## src/rtl/divider.sv

```systemverilog
// divider: iterative restoring divider, one quotient bit per cycle, signed or unsigned.
// Signed mode divides magnitudes and fixes signs on the final iteration, so results are final when done rises.
module divider #(
    parameter int WIDTH = 32
) (
    input  logic             clk,
    input  logic             reset,
    input  logic             start,
    input  logic             Sign,
    input  logic [WIDTH-1:0] A,
    input  logic [WIDTH-1:0] B,
    output logic             busy,
    output logic             done,
    output logic [WIDTH-1:0] quotient,
    output logic [WIDTH-1:0] remainder,
    output logic             div_zero,
    output logic             V
);
    localparam int CW = $clog2(WIDTH);

    typedef enum logic [1:0] {IDLE, RUN, DONE} state_t;

    state_t           state_q, state_d;
    logic [CW-1:0]    cnt_q, cnt_d;
    logic [WIDTH-1:0] dq_q, dq_d, bmag_q, bmag_d, pr_q, pr_d;
    logic [WIDTH-1:0] quo_q, quo_d, rem_q, rem_d;
    logic             qneg_q, qneg_d, rneg_q, rneg_d, ovf_q, ovf_d;
    logic             done_q, done_d, dz_q, dz_d, v_q, v_d;
    logic [WIDTH:0]   shifted, trial;
    logic [WIDTH-1:0] qn, rn, amag, bmag_in;
    logic             qbit, accept;

    always_comb begin
        accept  = start && state_q != RUN;
        amag    = (Sign && A[WIDTH-1]) ? -A : A;
        bmag_in = (Sign && B[WIDTH-1]) ? -B : B;
        // 33-bit partial remainder: shift in the next dividend bit, trial-subtract the divisor
        shifted = {pr_q, dq_q[WIDTH-1]};
        trial   = shifted - {1'b0, bmag_q};
        qbit    = !trial[WIDTH];
        qn      = {dq_q[WIDTH-2:0], qbit};
        rn      = qbit ? trial[WIDTH-1:0] : shifted[WIDTH-1:0];
        state_d = state_q;
        cnt_d   = cnt_q;
        dq_d    = dq_q;
        bmag_d  = bmag_q;
        pr_d    = pr_q;
        quo_d   = quo_q;
        rem_d   = rem_q;
        qneg_d  = qneg_q;
        rneg_d  = rneg_q;
        ovf_d   = ovf_q;
        done_d  = 1'b0;
        dz_d    = dz_q;
        v_d     = v_q;
        if (state_q == RUN) begin
            dq_d  = qn;
            pr_d  = rn;
            cnt_d = cnt_q + CW'(1);
            if (cnt_q == CW'(WIDTH - 1)) begin
                state_d = DONE;
                done_d  = 1'b1;
                quo_d   = qneg_q ? -qn : qn;
                rem_d   = rneg_q ? -rn : rn;
                v_d     = ovf_q;
            end
        end else if (accept) begin
            dq_d    = amag;
            bmag_d  = bmag_in;
            pr_d    = '0;
            cnt_d   = '0;
            qneg_d  = Sign && (A[WIDTH-1] ^ B[WIDTH-1]);
            rneg_d  = Sign && A[WIDTH-1];
            ovf_d   = Sign && A == {1'b1, {(WIDTH-1){1'b0}}} && B == '1;
            dz_d    = B == '0;
            v_d     = 1'b0;
            done_d  = B == '0;
            state_d = (B == '0) ? DONE : RUN;
            quo_d   = (B == '0) ? '1 : quo_q;
            rem_d   = (B == '0) ? A : rem_q;
        end else begin
            state_d = IDLE;
        end
    end

    always_ff @(posedge clk) begin
        if (reset) begin
            state_q <= IDLE;
            cnt_q   <= '0;
            dq_q    <= '0;
            bmag_q  <= '0;
            pr_q    <= '0;
            quo_q   <= '0;
            rem_q   <= '0;
            qneg_q  <= 1'b0;
            rneg_q  <= 1'b0;
            ovf_q   <= 1'b0;
            done_q  <= 1'b0;
            dz_q    <= 1'b0;
            v_q     <= 1'b0;
        end else begin
            state_q <= state_d;
            cnt_q   <= cnt_d;
            dq_q    <= dq_d;
            bmag_q  <= bmag_d;
            pr_q    <= pr_d;
            quo_q   <= quo_d;
            rem_q   <= rem_d;
            qneg_q  <= qneg_d;
            rneg_q  <= rneg_d;
            ovf_q   <= ovf_d;
            done_q  <= done_d;
            dz_q    <= dz_d;
            v_q     <= v_d;
        end
    end

    assign busy      = state_q == RUN;
    assign done      = done_q;
    assign quotient  = quo_q;
    assign remainder = rem_q;
    assign div_zero  = dz_q;
    assign V         = v_q;
endmodule

```

## config.mk

```make
export PLATFORM = sky130hd
export DESIGN_NAME = divider
export DESIGN_NICKNAME = d
export VERILOG_FILES = /design/src/rtl/divider.sv
export SDC_FILE = /design/constraint.sdc
export NUM_CORES = 1
export LEC_CHECK = 0
export ABC_AREA = 1
export BUFFER_PORTS_ARGS = -buffer_cell sky130_fd_sc_hd__clkbuf_2
export CORE_ASPECT_RATIO = 1.4
export CORE_MARGIN = 2
export CORE_UTILIZATION = 45
export CTS_CLUSTER_SIZE = 12
export DETAILED_ROUTE_END_ITERATION = 12
export GPL_ROUTABILITY_DRIVEN = 0
export HOLD_SLACK_MARGIN = 0.05
export MAX_ROUTING_LAYER = met4
export SLEW_MARGIN = 5
export SYNTH_ARGS = -nofsm -noshare
export SYNTH_HDL_FRONTEND = slang
export SYNTH_SLANG_ARGS = --single-unit
```

## constraint.sdc

```tcl
create_clock -name clk -period 7.7 [get_ports clk]
set_input_delay 1.54 -clock clk [delete_from_list [all_inputs] [get_ports clk]]
set_output_delay 1.54 -clock clk [all_outputs]
set_load 0.01 [all_outputs]
```

==> summary.txt, run 1 <==
Status: finished, final reports clean
Setup TNS: 0 ns
Clock latency on the worst-skew pair: 0.46 ns
DP Area: 13800 um^2
Post-synthesis cell area: 12900 um^2
Total number of yosys warnings: 0
PostCTS Resize Cnt: 0
GRT Total Usage: 32.3%
Prevailing post-synth register cell: dfxtp_1
FF-to-FF End: quotient[28]
Reg2reg path depth: 26
Most frequent cells in the layout: 615 x nand2_1, 269 x inv_1, 194 x nor2_1
Row Count: 73
CP endpoint: remainder[9]
Top Usage Layer GRT: met2
Ports: 136
Post-CTS Setup Inserts: 0
Dpl hpwl: 36.7 mm
CTS Sinks: 173
Synth unique cells: 56
Ant. Diodes: 0
# H-tree levels: 4
Vias: 14225
Final Hold Vio Count: 0
Die X: 147 um
Share of the synthesized area in the top cell type: 26.9%
Share of cells above drive strength 1: 12.3%
Maximum fanout along the worst path: 41
Post-synthesis register bit count: 173
Max-capacitance violation count: 0
Mapped Cells: 2121
Die Y: 204 um
Grt ovf: 0
Tcrit/Tclk final: 69.0%
Peak Freq: 188 MHz
Worst Setup SP: B[0]
Hold Crit Class: flip-flop to flip-flop
Critical setup path kind: input port to flip-flop
Core ar.: 28300 um^2
Async S/R FF share, synth: 0%
RSZ-0062 raised after global routing: false
Vias in the first global route: 13629
Worst slew pin tran: 1.15 ns
Met1 usage: 35.4%
Final WL: 46.9 mm
Hold buffer count at cts: 0
Post-DR wirelength/cell: 18.1 um
Starting Density: 45.5%
Final Net Count: 2316
Clock buffer depth: 2
Met2 global-route usage: 56.8%
Setup crit start kind: input port
Post-synth EDFFs: 0
Critical path data required time: 8.10 ns
Skew final: 0.0106 ns
RR Startpoint: dq_q[31]
Largest net degree at the start of global routing: 67
Post-layout minimum cycle time: 5.31 ns
Slew Limit Fails: 0
Root Driver: clkbuf_16
Hold Slack: 0.446 ns
Synth area leaders: dfxtp_1 27%, nand2_1 18%, inv_1 7.8%
WP data arrival: 5.71 ns
First-pass DRT Iterations: 6
Area leader, netlist: dfxtp_1
Remaining antenna violation count after routing: 0
TritonCTS buffer count: 17
Mean area per synthesized cell: 6.08 um^2
Setup WS post-layout: 2.39 ns
Die area: 30000 um^2
Buffers added on ports: 135
Clk pin slew, worst setup/hold paths: 0.06 ns
Detailed-route DRC error count: 0
DRT iter0 DRCs: 915
First-pass GRT wire length: 73.4 mm
Dpl ws: 1.94 ns
CTS tree: done
Final setup fails: 0
Routed vias/inst: 5.48
Slew Limit Headroom: 23.3%
Most common cell after layout, fill and taps aside: nand2_1
P&R area growth vs syn: 11.3%
Reg2reg setup slack: 2.96 ns
Syn Nets: 2229
Sequential area share after synthesis: 26.9%
Design area: 14400 um^2
Crit. End Element: flip-flop
Met3 usage: 3.21%
Initial antenna violation count: 0
## worst max-delay path, cell delays in order
cell and delay (ns):
clkbuf_2 0.10, inv_1 0.07, ha_1 0.16, nand2_1 0.05
nor2_1 0.15, nand3_1 0.16, nor3_2 0.26, nand4_1 0.20
nor3_1 0.24, nand2_1 0.12, nand2_1 0.08, buf_4 0.39
inv_1 0.48, nor2_2 0.93, inv_1 0.35, a21oi_1 0.21
o211ai_1 0.11, nand2_1 0.07
## layout make-up
class | count | area, um^2
inverters | 285 | 1070
repair buffers | 146 | 758
clock buffers | 22 | 464
clock inverters | 10 | 114
flip-flops and latches | 173 | 3460
well taps | 375 | 469
multi-input cells | 1585 | 8020
fillers | 3065 | 14000
## routing by layer
layer	share of wire (%)	wire length (um)
met5	0	0
met4	6.0	2840
met3	4.2	1980
met2	50	23500
met1	40	18600
## Yosys cell counts (all sizes together), types with 10 or more instances
master  instances
o221ai         16
nand2         646
a31oi          40
a21oi         138
nor2          217
o22ai          10
o211ai         20
nor3           38
nand4          30
clkbuf         58
nand3b         12
nor4           10
inv           282
o21ai         120
dfxtp         173
ha             39
nand3         159
buf            20
xor2           30
xnor2          11
## logic make-up (layout without fill, tap and decap cells)
logic type	Yosys count	in the layout	synth area share [%]
adder cells (fa/ha/maj)	40	40	3.94
XOR/XNOR	41	41	2.78
buffers and inverters	363	463	11.2
flip-flops	173	173	26.9
AO/OA/AOI/OAI	377	377	17.1
AND/OR/NAND/NOR	1127	1127	38.2
## how the worst min path moves through the flow
| stage | from | endpoint | slack [ns] | cells past startpoint |
|---|---|---|---|---|
| 2_1_floorplan | bmag_q[24] | bmag_q[24] | 0.42 | 2 |
| 3_3_place_gp | quotient[19] | quotient[19] | 0.43 | 2 |
| 3_5_place_dp | quotient[17] | quotient[17] | 0.44 | 2 |
| 4_1_cts | quotient[17] | quotient[17] | 0.45 | 2 |
| 5_1_grt | remainder[10] | remainder[10] | 0.47 | 2 |
| 6_report | quotient[19] | quotient[19] | 0.45 | 2 |
## metrics by stage
step,instances,util [%]
after global routing,2596,50.7
after CTS,2596,50.7
after detailed placement,2564,48.7
after global placement,2564,48.7
final,2596,50.7
after floorplan,2121,-
## registers in the layout, summed over array words and instances, names as in the netlist
register   flops
cnt_q          5
state_q        2
quotient      32
div_zero       1
bmag_q        32
V              1
rneg_q         1
pr_q          32
dq_q          32
done           1
remainder     32
ovf_q          1
qneg_q         1
Power of run 1 is not shown: default switching activity piles up to over one toggle a cycle in this logic, so the estimate is an artifact.
==> run 2: changes to the inputs <==
Settings changed: PLACE_DENSITY set to 0.66.
Clock period 7.7 ns to 4.6 ns, I/O delays scaled along.
==> summary.txt, run 2 (same netlist as run 1, synthesis figures left out) <==
Status: finished, final reports clean (unchanged)
Tcrit/Tclk final: 92.0%
Critical setup path kind: flip-flop to flip-flop (was input port to flip-flop)
Share of cells above drive strength 1: 12.7% (was 12.3%)
Setup crit start kind: flip-flop (was input port)
Die Y: 204 um (unchanged)
Largest net degree at the start of global routing: 78 (was 67)
CTS Sinks: 173 (unchanged)
Die X: 147 um (unchanged)
Critical path data required time: 4.95 ns (was 8.10 ns)
RSZ-0062 raised after global routing: false (unchanged)
Clock buffer depth: 2 (unchanged)
Most common cell after layout, fill and taps aside: nand2_1 (unchanged)
Final setup fails: 0 (unchanged)
CP max stage cell: fa_1 (was nor2_2)
Ports: 136 (unchanged)
Worst slew pin tran: 0.960 ns (was 1.15 ns)
Core ar.: 28300 um^2 (unchanged)
Multi-input logic area: 8030 um^2 (was 8020 um^2)
Clock latency on the worst-skew pair: 0.46 ns (about the same)
Final WL: 46.9 mm (about the same)
Grt ovf: 0 (unchanged)
CTS tree: done (unchanged)
Vias in the first global route: 14054 (was 13629)
FF-to-FF End: quotient[30] (was quotient[28])
Slew Limit Headroom: 35.9% (was 23.3%)
Crit. End Element: flip-flop (unchanged)
Slew Limit Fails: 0 (unchanged)
# H-tree levels: 4 (unchanged)
Ant. Diodes: 0 (unchanged)
Post-layout minimum cycle time: 4.23 ns
Reg2reg path depth: 27 (was 26)
Post-DR wirelength/cell: 18.0 um (was 18.1 um)
Setup TNS: 0 ns (unchanged)
TritonCTS buffer count: 17 (unchanged)
Hold buffer count at cts: 0 (unchanged)
Detailed-route DRC error count: 0 (unchanged)
Final Hold Vio Count: 0 (unchanged)
WP data arrival: 4.58 ns (was 5.71 ns)
Vias: 14573 (was 14225)
Clk pin slew, worst setup/hold paths: 0.07 ns (was 0.06 ns)
GRT Total Usage: 32.2% (was 32.3%)
Root Driver: clkbuf_16 (unchanged)
RR Startpoint: dq_q[31] (unchanged)
DRT iter0 DRCs: 1173 (was 915)
Critical Path Stages: 27 (was 18)
Fillers: 2960 (was 3065)
Routed vias/inst: 5.60 (was 5.48)
Reg area: 3460 um^2 (unchanged)
First-pass DRT Iterations: 6 (unchanged)
Skew final: 0.0106 ns (about the same)
Maximum fanout along the worst path: 8 (was 41)
Reg2reg setup slack: 0.37 ns (was 2.96 ns)
Peak Freq: 236 MHz
Hold Crit Class: flip-flop to flip-flop (unchanged)
Buffers added on ports: 135 (unchanged)
PostCTS Resize Cnt: 0 (unchanged)
Post-CTS Setup Inserts: 0 (unchanged)
Final Net Count: 2322 (was 2316)
Row Count: 73 (unchanged)
Most frequent cells in the layout: 615 x nand2_1, 269 x inv_1, 194 x nor2_1 (unchanged)
P&R area growth vs syn: 12.0% (was 11.3%)
CP endpoint: quotient[30] (was remainder[9])
Largest delay contributor family on the critical path: simple AND/OR/NAND/NOR gates (unchanged)
Dpl hpwl: 36.0 mm (was 36.7 mm)
Max-capacitance violation count: 0 (unchanged)
Largest stage delay on the critical path: 0.39 ns (was 0.93 ns)
First-pass GRT wire length: 73.6 mm (was 73.4 mm)
Starting Density: 45.5% (unchanged)
Die area: 30000 um^2 (unchanged)
Remaining antenna violation count after routing: 0 (unchanged)
Initial antenna violation count: 0 (unchanged)
Worst Setup SP: dq_q[31] (was B[0])
Crit path top cell by count: nand2_1 (unchanged)
CP Buf/Inv Count: 3 (was 5)
run 2: cell count changes in the layout (fill, tap and decap cells not counted), sizes merged:
cell,delta
buf,+6
clkinv,+2
clkbuf,-1
clkinvlp,-2
bufinv,+1
run 2: final cells by class:
type	count	area share (%)
Tap cell	375	3.25
Clock buffer	21	3.19
Clock inverter	11	0.961
Timing Repair Buffer	152	5.65
Sequential cell	173	24.0
Multi-Input combinational cell	1585	55.6
Inverter	285	7.41
run 2: worst register-to-register path: cells and delay by family (launching register included):
family          cells  cell delay [ns]
fa+ha+maj           3             0.77
flops               1             0.33
buf+inv             3             0.21
simple gates       16             1.92
compound gates      4             0.72
xor+xnor            1             0.18
run 2: how the worst min path moves through the flow:
stage | start | to | cells after the start
floorplan | bmag_q[24] | bmag_q[24] | 2
global placement | remainder[9] | remainder[9] | 2
detailed placement | remainder[9] | remainder[9] | 2
CTS | remainder[9] | remainder[9] | 2
global route | remainder[9] | remainder[9] | 2
finish | quotient[19] | quotient[19] | 2
run 2: routing by layer:
metal / up-vias / GRT usage [%] / share of wire [%] / wire, um
met1: 6668 / 34.4 / 38 / 17900
li1: 7108 / - / - / -
met2: 610 / 54.0 / 48 / 22300
met5: - / - / 0 / 0
met4: 0 / 24.8 / 8.4 / 3930
met3: 187 / 4.33 / 5.9 / 2760
run 2: through the flow:
stage	hold slack (ns)	area, um^2	utilization, %	instances	worst slack, ns
after floorplan	0.422	12900	-	2121	0.797
after global placement	0.432	13800	48.9	2570	0.469
after detailed placement	0.437	13800	48.9	2570	0.402
after CTS	0.453	14400	51.0	2602	0.350
after global routing	0.469	14400	51.0	2602	0.0732
final	0.449	14400	51.0	2602	0.369
Power of run 2 is left out for the same reason.
